[src/rtl/systolic_pkg.sv]
// Shared constants and FSM encoding for the systolic array result path.
package systolic_pkg;

    localparam int DIMENSION = 4;
    localparam int I_BITS    = 8;
    localparam int O_BITS    = (2 * I_BITS) + $clog2(DIMENSION);
    localparam int NUM_PE    = DIMENSION * DIMENSION;
    localparam int IDX_BITS  = (NUM_PE > 1) ? $clog2(NUM_PE) : 1;

    typedef enum logic [1:0] {
        ST_IDLE   = 2'd0,
        ST_CLEAR  = 2'd1,
        ST_WAIT   = 2'd2,
        ST_STREAM = 2'd3
    } drain_state_e;

endpackage

[src/rtl/systolic_drain_buffer.sv]
// Snapshot register array for all PE results, loaded in one cycle and read
// back one word at a time by index.
module systolic_drain_buffer #(
    parameter int DEPTH = 16,
    parameter int WIDTH = 18,
    parameter int IDX_W = 4
) (
    input  logic                   clk,
    input  logic                   rst_n,
    input  logic                   load,
    input  logic [DEPTH*WIDTH-1:0] wr_flat,
    input  logic [IDX_W-1:0]       rd_index,
    output logic [WIDTH-1:0]       rd_data
);

    logic [WIDTH-1:0] mem_q [DEPTH];

    always_ff @(posedge clk or negedge rst_n) begin
        if (!rst_n) begin
            for (int i = 0; i < DEPTH; i++) begin
                mem_q[i] <= '0;
            end
        end else if (load) begin
            for (int i = 0; i < DEPTH; i++) begin
                mem_q[i] <= wr_flat[i*WIDTH +: WIDTH];
            end
        end
    end

    assign rd_data = mem_q[rd_index];

endmodule

[src/rtl/systolic_result_drain.sv]
// Arms the PE grid, waits for every finish flag, snapshots the results and
// streams them row-major on valid/ready. Optional WAIT watchdog: DRAIN_TIMEOUT_EN.
module systolic_result_drain #(
    parameter int  DIMENSION      = systolic_pkg::DIMENSION,
    parameter int  I_BITS         = systolic_pkg::I_BITS,
    parameter int  O_BITS         = (2 * I_BITS) + $clog2(DIMENSION),
    parameter int  TIMEOUT_CYCLES = 64,
    localparam int NUM_PE         = DIMENSION * DIMENSION,
    localparam int IDX_W          = (NUM_PE > 1) ? $clog2(NUM_PE) : 1
) (
    input  logic                    i_clock,
    input  logic                    i_reset_n,
    input  logic                    i_start,
    input  logic [NUM_PE*O_BITS-1:0] i_c_flat,
    input  logic [NUM_PE-1:0]       i_finish_flat,
    output logic                    o_array_clear,
    output logic [O_BITS-1:0]       o_data,
    output logic [IDX_W-1:0]        o_index,
    output logic                    o_valid,
    input  logic                    i_ready,
    output logic                    o_last,
    output logic                    o_busy,
    output logic                    o_timeout,
    output logic [1:0]              o_state
);

    import systolic_pkg::*;

    // Valid/ready: o_valid is decoded from the STREAM state only and never
    // looks at i_ready; data/index/last are held until o_valid && i_ready.
    drain_state_e      state_q, state_d;
    logic [IDX_W-1:0]  index_q, index_d;
    logic [O_BITS-1:0] rd_data;
    logic              all_finish;
    logic              last_word;
    logic              load;
    logic              timeout_hit;

    assign all_finish = &i_finish_flat;
    assign last_word  = (index_q == IDX_W'(NUM_PE - 1));

    systolic_drain_buffer #(
        .DEPTH (NUM_PE),
        .WIDTH (O_BITS),
        .IDX_W (IDX_W)
    ) u_buffer (
        .clk      (i_clock),
        .rst_n    (i_reset_n),
        .load     (load),
        .wr_flat  (i_c_flat),
        .rd_index (index_q),
        .rd_data  (rd_data)
    );

`ifdef DRAIN_TIMEOUT_EN
    localparam int CNT_W = $clog2(TIMEOUT_CYCLES + 1);

    logic [CNT_W-1:0] wait_cnt_q;
    logic             timeout_q;

    assign timeout_hit = (state_q == ST_WAIT) && !all_finish &&
                         (wait_cnt_q == CNT_W'(TIMEOUT_CYCLES - 1));

    // Held at zero outside WAIT, so every entry into WAIT starts from zero.
    always_ff @(posedge i_clock or negedge i_reset_n) begin
        if (!i_reset_n) begin
            wait_cnt_q <= '0;
            timeout_q  <= 1'b0;
        end else begin
            timeout_q <= timeout_hit;
            if (state_q == ST_WAIT) begin
                wait_cnt_q <= wait_cnt_q + 1'b1;
            end else begin
                wait_cnt_q <= '0;
            end
        end
    end

    assign o_timeout = timeout_q;
`else
    assign timeout_hit = 1'b0;
    assign o_timeout   = 1'b0;
`endif

    always_ff @(posedge i_clock or negedge i_reset_n) begin
        if (!i_reset_n) begin
            state_q <= ST_IDLE;
            index_q <= '0;
        end else begin
            state_q <= state_d;
            index_q <= index_d;
        end
    end

    always_comb begin
        state_d = state_q;
        index_d = index_q;
        load    = 1'b0;
        case (state_q)
            ST_IDLE: begin
                if (i_start) begin
                    state_d = ST_CLEAR;
                end
            end
            ST_CLEAR: begin
                state_d = ST_WAIT;
            end
            ST_WAIT: begin
                if (all_finish) begin
                    load    = 1'b1;
                    index_d = '0;
                    state_d = ST_STREAM;
                end else if (timeout_hit) begin
                    state_d = ST_IDLE;
                end
            end
            ST_STREAM: begin
                if (i_ready) begin
                    // Index returns to zero on exit so o_index idles at 0.
                    if (last_word) begin
                        index_d = '0;
                        state_d = ST_IDLE;
                    end else begin
                        index_d = index_q + 1'b1;
                    end
                end
            end
            default: begin
                state_d = ST_IDLE;
            end
        endcase
    end

    assign o_array_clear = (state_q == ST_CLEAR);
    assign o_valid       = (state_q == ST_STREAM);
    assign o_busy        = (state_q != ST_IDLE);
    assign o_index       = index_q;
    assign o_last        = o_valid && last_word;
    assign o_data        = o_valid ? rd_data : '0;
    assign o_state       = state_q;

endmodule

[config.mk]
export PLATFORM = sky130hd
export DESIGN_NAME = systolic_result_drain
export DESIGN_NICKNAME = d
export VERILOG_FILES = /design/src/rtl/systolic_pkg.sv /design/src/rtl/systolic_drain_buffer.sv /design/src/rtl/systolic_result_drain.sv
export SDC_FILE = /design/constraint.sdc
export NUM_CORES = 1
export LEC_CHECK = 0
export CAP_MARGIN = 15
export CORE_UTILIZATION = 33
export CTS_BUF_LIST = sky130_fd_sc_hd__clkbuf_4
export DETAILED_ROUTE_END_ITERATION = 7
export PLACE_DENSITY = 0.59
export SLEW_MARGIN = 30
export SYNTH_ARGS = -nofsm -noshare
export SYNTH_HDL_FRONTEND = slang
export SYNTH_SLANG_ARGS = --single-unit
[constraint.sdc]
create_clock -name i_clock -period 4.85 [get_ports i_clock]
set_input_delay 0.7275 -clock i_clock [delete_from_list [all_inputs] [get_ports i_clock]]
set_output_delay 0.7275 -clock i_clock [all_outputs]
set_load 0.02 [all_outputs]
==> flow_summary_export.csv <==
group,metric,value,unit
status,status,"finished, final reports clean",
setup_path,crit_arrival,3.57,ns
synthesis,synth_area,0.01425,mm2
setup_path,startpoint_type,"flop",
clocking,ctsResizeCount,0,
clocking,post_cts_buffers,0,
min_path,hold_path.class,"in -> async",
floorplanning,core_area,0.04223,mm2
global_route,antenna_found_initial,6,
routing,detail_route.first_pass.iterations,4,
setup_path,cp_num_buf_inv,1,
routing,met2_wirelength,18.91,mm
sta,tightest_slew,0.8847,ns
finish,drive_above_1_share,0.3637,
finish,final_cell_mix,"clkdlybuf4s50_1, dfrtp_1, mux2_4, clkbuf_4, mux2_2",
routing,wl_met1,17.55,mm
sta,slew_violations,0,
setup_path,crit_fanout,50,
floorplanning,dieArea,0.04403,mm2
floorplanning,die_h,209.8,um
finish,fin_area,0.01915,mm2
sta,hold_viol,0,
global_route,grtUsageTotal,0.1838,
global_route,grt_max_degree,141,
synthesis,syn_nets,1170,
synthesis,synth_edf_count,0,
setup_path,cp_cell_sequence,"nor2_1 > a22oi_1 > o211ai_1 > a21oi_1 > clkdlybuf4s50_1",
global_route,grt_pass1_vias,9699,
clocking,path_clk_slew,0.06,ns
setup_path,cp_slowest_cell,"dfrtp_4",
sta,setup_tns,0,ns
routing,dr_wl_met3,2.471,mm
finish,final_cells,1826,
routing,vias,8761,
clocking,ctsLongestPathBuffers,3,
setup_path,cpLargestDelayFamily,"flip-flops",
finish,layout_commonest_cell,"clkdlybuf4s50_1",
sta,slew_headroom,0.4102,
clocking,numClockSinks,294,
setup_path,critPathKind,"reg -> out",
power_and_ir_drop,power_density,326.5,mW/mm2
routing,vias_per_cell,4.798,
synthesis,synthFlopType,"dfrtp_1",
power_and_ir_drop,p_total,0.006253,W
synthesis,synthArstFlopShare,1.000,
sta,post-route-min-period,4.302,ns
sta,fmax,232.5,MHz
sta,rsz0062_at_grt,"no",
setup_path,critPathRequiredTime,4.12,ns
sta,post-route-period-util,0.8870,
power_and_ir_drop,vdd_ir_drop_max,0.2634,mV
floorplanning,rows,75,
placement,post-dp-hpwl,27.83,mm
power_and_ir_drop,power_leakage,9.320,nW
finish,postLayoutCoreUtil,0.4536,
global_route,grt_pass1_wl,60.07,mm
placement,portBuffers,335,
placement,dpl_cell_area,0.01802,mm2
synthesis,synth.avg_cell_area,16.65,um2
routing,routedWlPerCell,21.77,um
floorplanning,initial_core_util,0.3375,
synthesis,ys_types,42,
clocking,cts_tree,"built",
synthesis,ys_seq_area_frac,0.5162,
placement,dpl.cell_count,1681,
routing,ant_nets,0,
run,maxCapViolCount,0,
clocking,h-tree-depth,3,
synthesis,postSynthCellCount,856,
routing,routed_wl,39.75,mm
routing,routed.top_layer,"met5",
clocking,cts_root_buf,"clkbuf_4",
global_route,grt.overflow.total,0,
synthesis,yosysWarnings,0,
clocking,clock_latency,0.74,ns
setup_path,max_stage_delay,0.99,ns
sta,fin_skew,0.04327,ns
synthesis,ys_ff_latch,294,
finish,nets,1543,
routing,first_iter_violations,402,
setup_path,cp-end-kind,"output port",
sta,finalSetupViolCount,0,
finish,synthToLayoutAreaGrowth,34.38,%
floorplanning,dieWidth,209.8,um
routing,route.detailed.drc,0,
placement,routabilityCongestion,0.7481,
clocking,cts_buffers,82,
floorplanning,ios,337,
## worst register-to-register path: cells and delay by family (launching register included)
family / cells / cell delay [ns]
simple gates: 1 / 0.20
mux: 1 / 0.61
buf+inv: 3 / 0.92
fa+ha+maj: 1 / 0.34
flops: 1 / 0.42
## Yosys cell counts (all sizes together), types with 2 or more instances
cell type    n  area, um2
mux2i       49      490.5
a21oi        5      25.02
a22oi       12      90.09
nand4        5      31.28
a221o        2      20.02
nor2b        5      31.28
a211oi       4      30.03
dfrtp      294       7357
mux4        60       1351
clkbuf      13      48.80
nor2         3      11.26
o211ai       4      30.03
nand3        6      30.03
ha           6      75.07
mux2       289       3930
buf         46      391.6
inv          6      22.52
nand2       14      55.06
o22ai       12      75.07
o21ai        3      15.01
and2         3      18.77
## per-stage QoR
| stage | worst slack, ns | hold WS [ns] |
|---|---|---|
| floorplan | 2.070 | 0.4319 |
| global placement | 1.220 | 0.4709 |
| detailed placement | 1.234 | 0.4755 |
| CTS | 0.3432 | 0.01321 |
| global route | 0.2575 | 0.3973 |
| finish | 0.5481 | 0.4760 |
## report_power, final
part	leakage (nW)	switching [W]	internal [W]	total [W]
logic	4.59	0.000630	0.000648	0.00128
clock network	0.636	0.00105	0.00131	0.00236
registers	4.10	0.000142	0.00248	0.00262
total	9.32	0.00182	0.00443	0.00625
## final timing paths
kind / from / end / slack (ns) / depth (start not counted)
min reg2reg: u_buffer.mem_q[29]$_DFFE_PN0P_ / u_buffer.mem_q[29]$_DFFE_PN0P_ / 0.49 / 1
max reg2reg: o_state[0]$_DFFE_PN0P_ / u_buffer.mem_q[38]$_DFFE_PN0P_ / 2.23 / 6
min in group i_clock: u_buffer.mem_q[29]$_DFFE_PN0P_ / u_buffer.mem_q[29]$_DFFE_PN0P_ / 0.49 / 1
max in group asynchronous: i_reset_n / u_buffer.mem_q[0]$_DFFE_PN0P_ / 3.44 / 3
max: o_index[2]$_DFFE_PN0P_ / o_data[7] / 0.55 / 5
min: i_reset_n / u_buffer.mem_q[224]$_DFFE_PN0P_ / 0.48 / 2
## registers in the layout, summed over array words and instances, names as in the netlist
signal and count:
u_buffer.mem_q 288, o_index 4, o_state 2
## final cells by class
| cell class | instances | area (um2) |
|---|---|---|
| timing repair buffer | 348 | 3573 |
| multi-input combinational | 497 | 6447 |
| sequential | 294 | 7366 |
| fill | 3817 | 23070 |
| antenna | 3 | 7.507 |
| inverter | 6 | 22.52 |
| clock buffer | 123 | 923.4 |
| tap | 539 | 674.4 |
| clock inverter | 16 | 140.1 |
## repair_timing
item,CTS,global route
hold endpoints to repair,0,41
hold buffers,0,1
setup endpoints to repair,0,0
## cells by family after synthesis
group,share of synthesized area
adders and majority gates,0.005267
muxes,0.4049
and+or+nand+nor,0.01510
buffers and inverters,0.03248
other,0.0002631
AOI/OAI and AO/OA,0.02581
DFF,0.5162
## layer usage
metal | up-vias | track usage
li1 | 3998 | -
met1 | 4400 | 0.2415
met2 | 287 | 0.2921
met3 | 70 | 0.05447
met4 | 6 | 0.05563
met5 | - | 0
(Power assumes the default switching activity.)
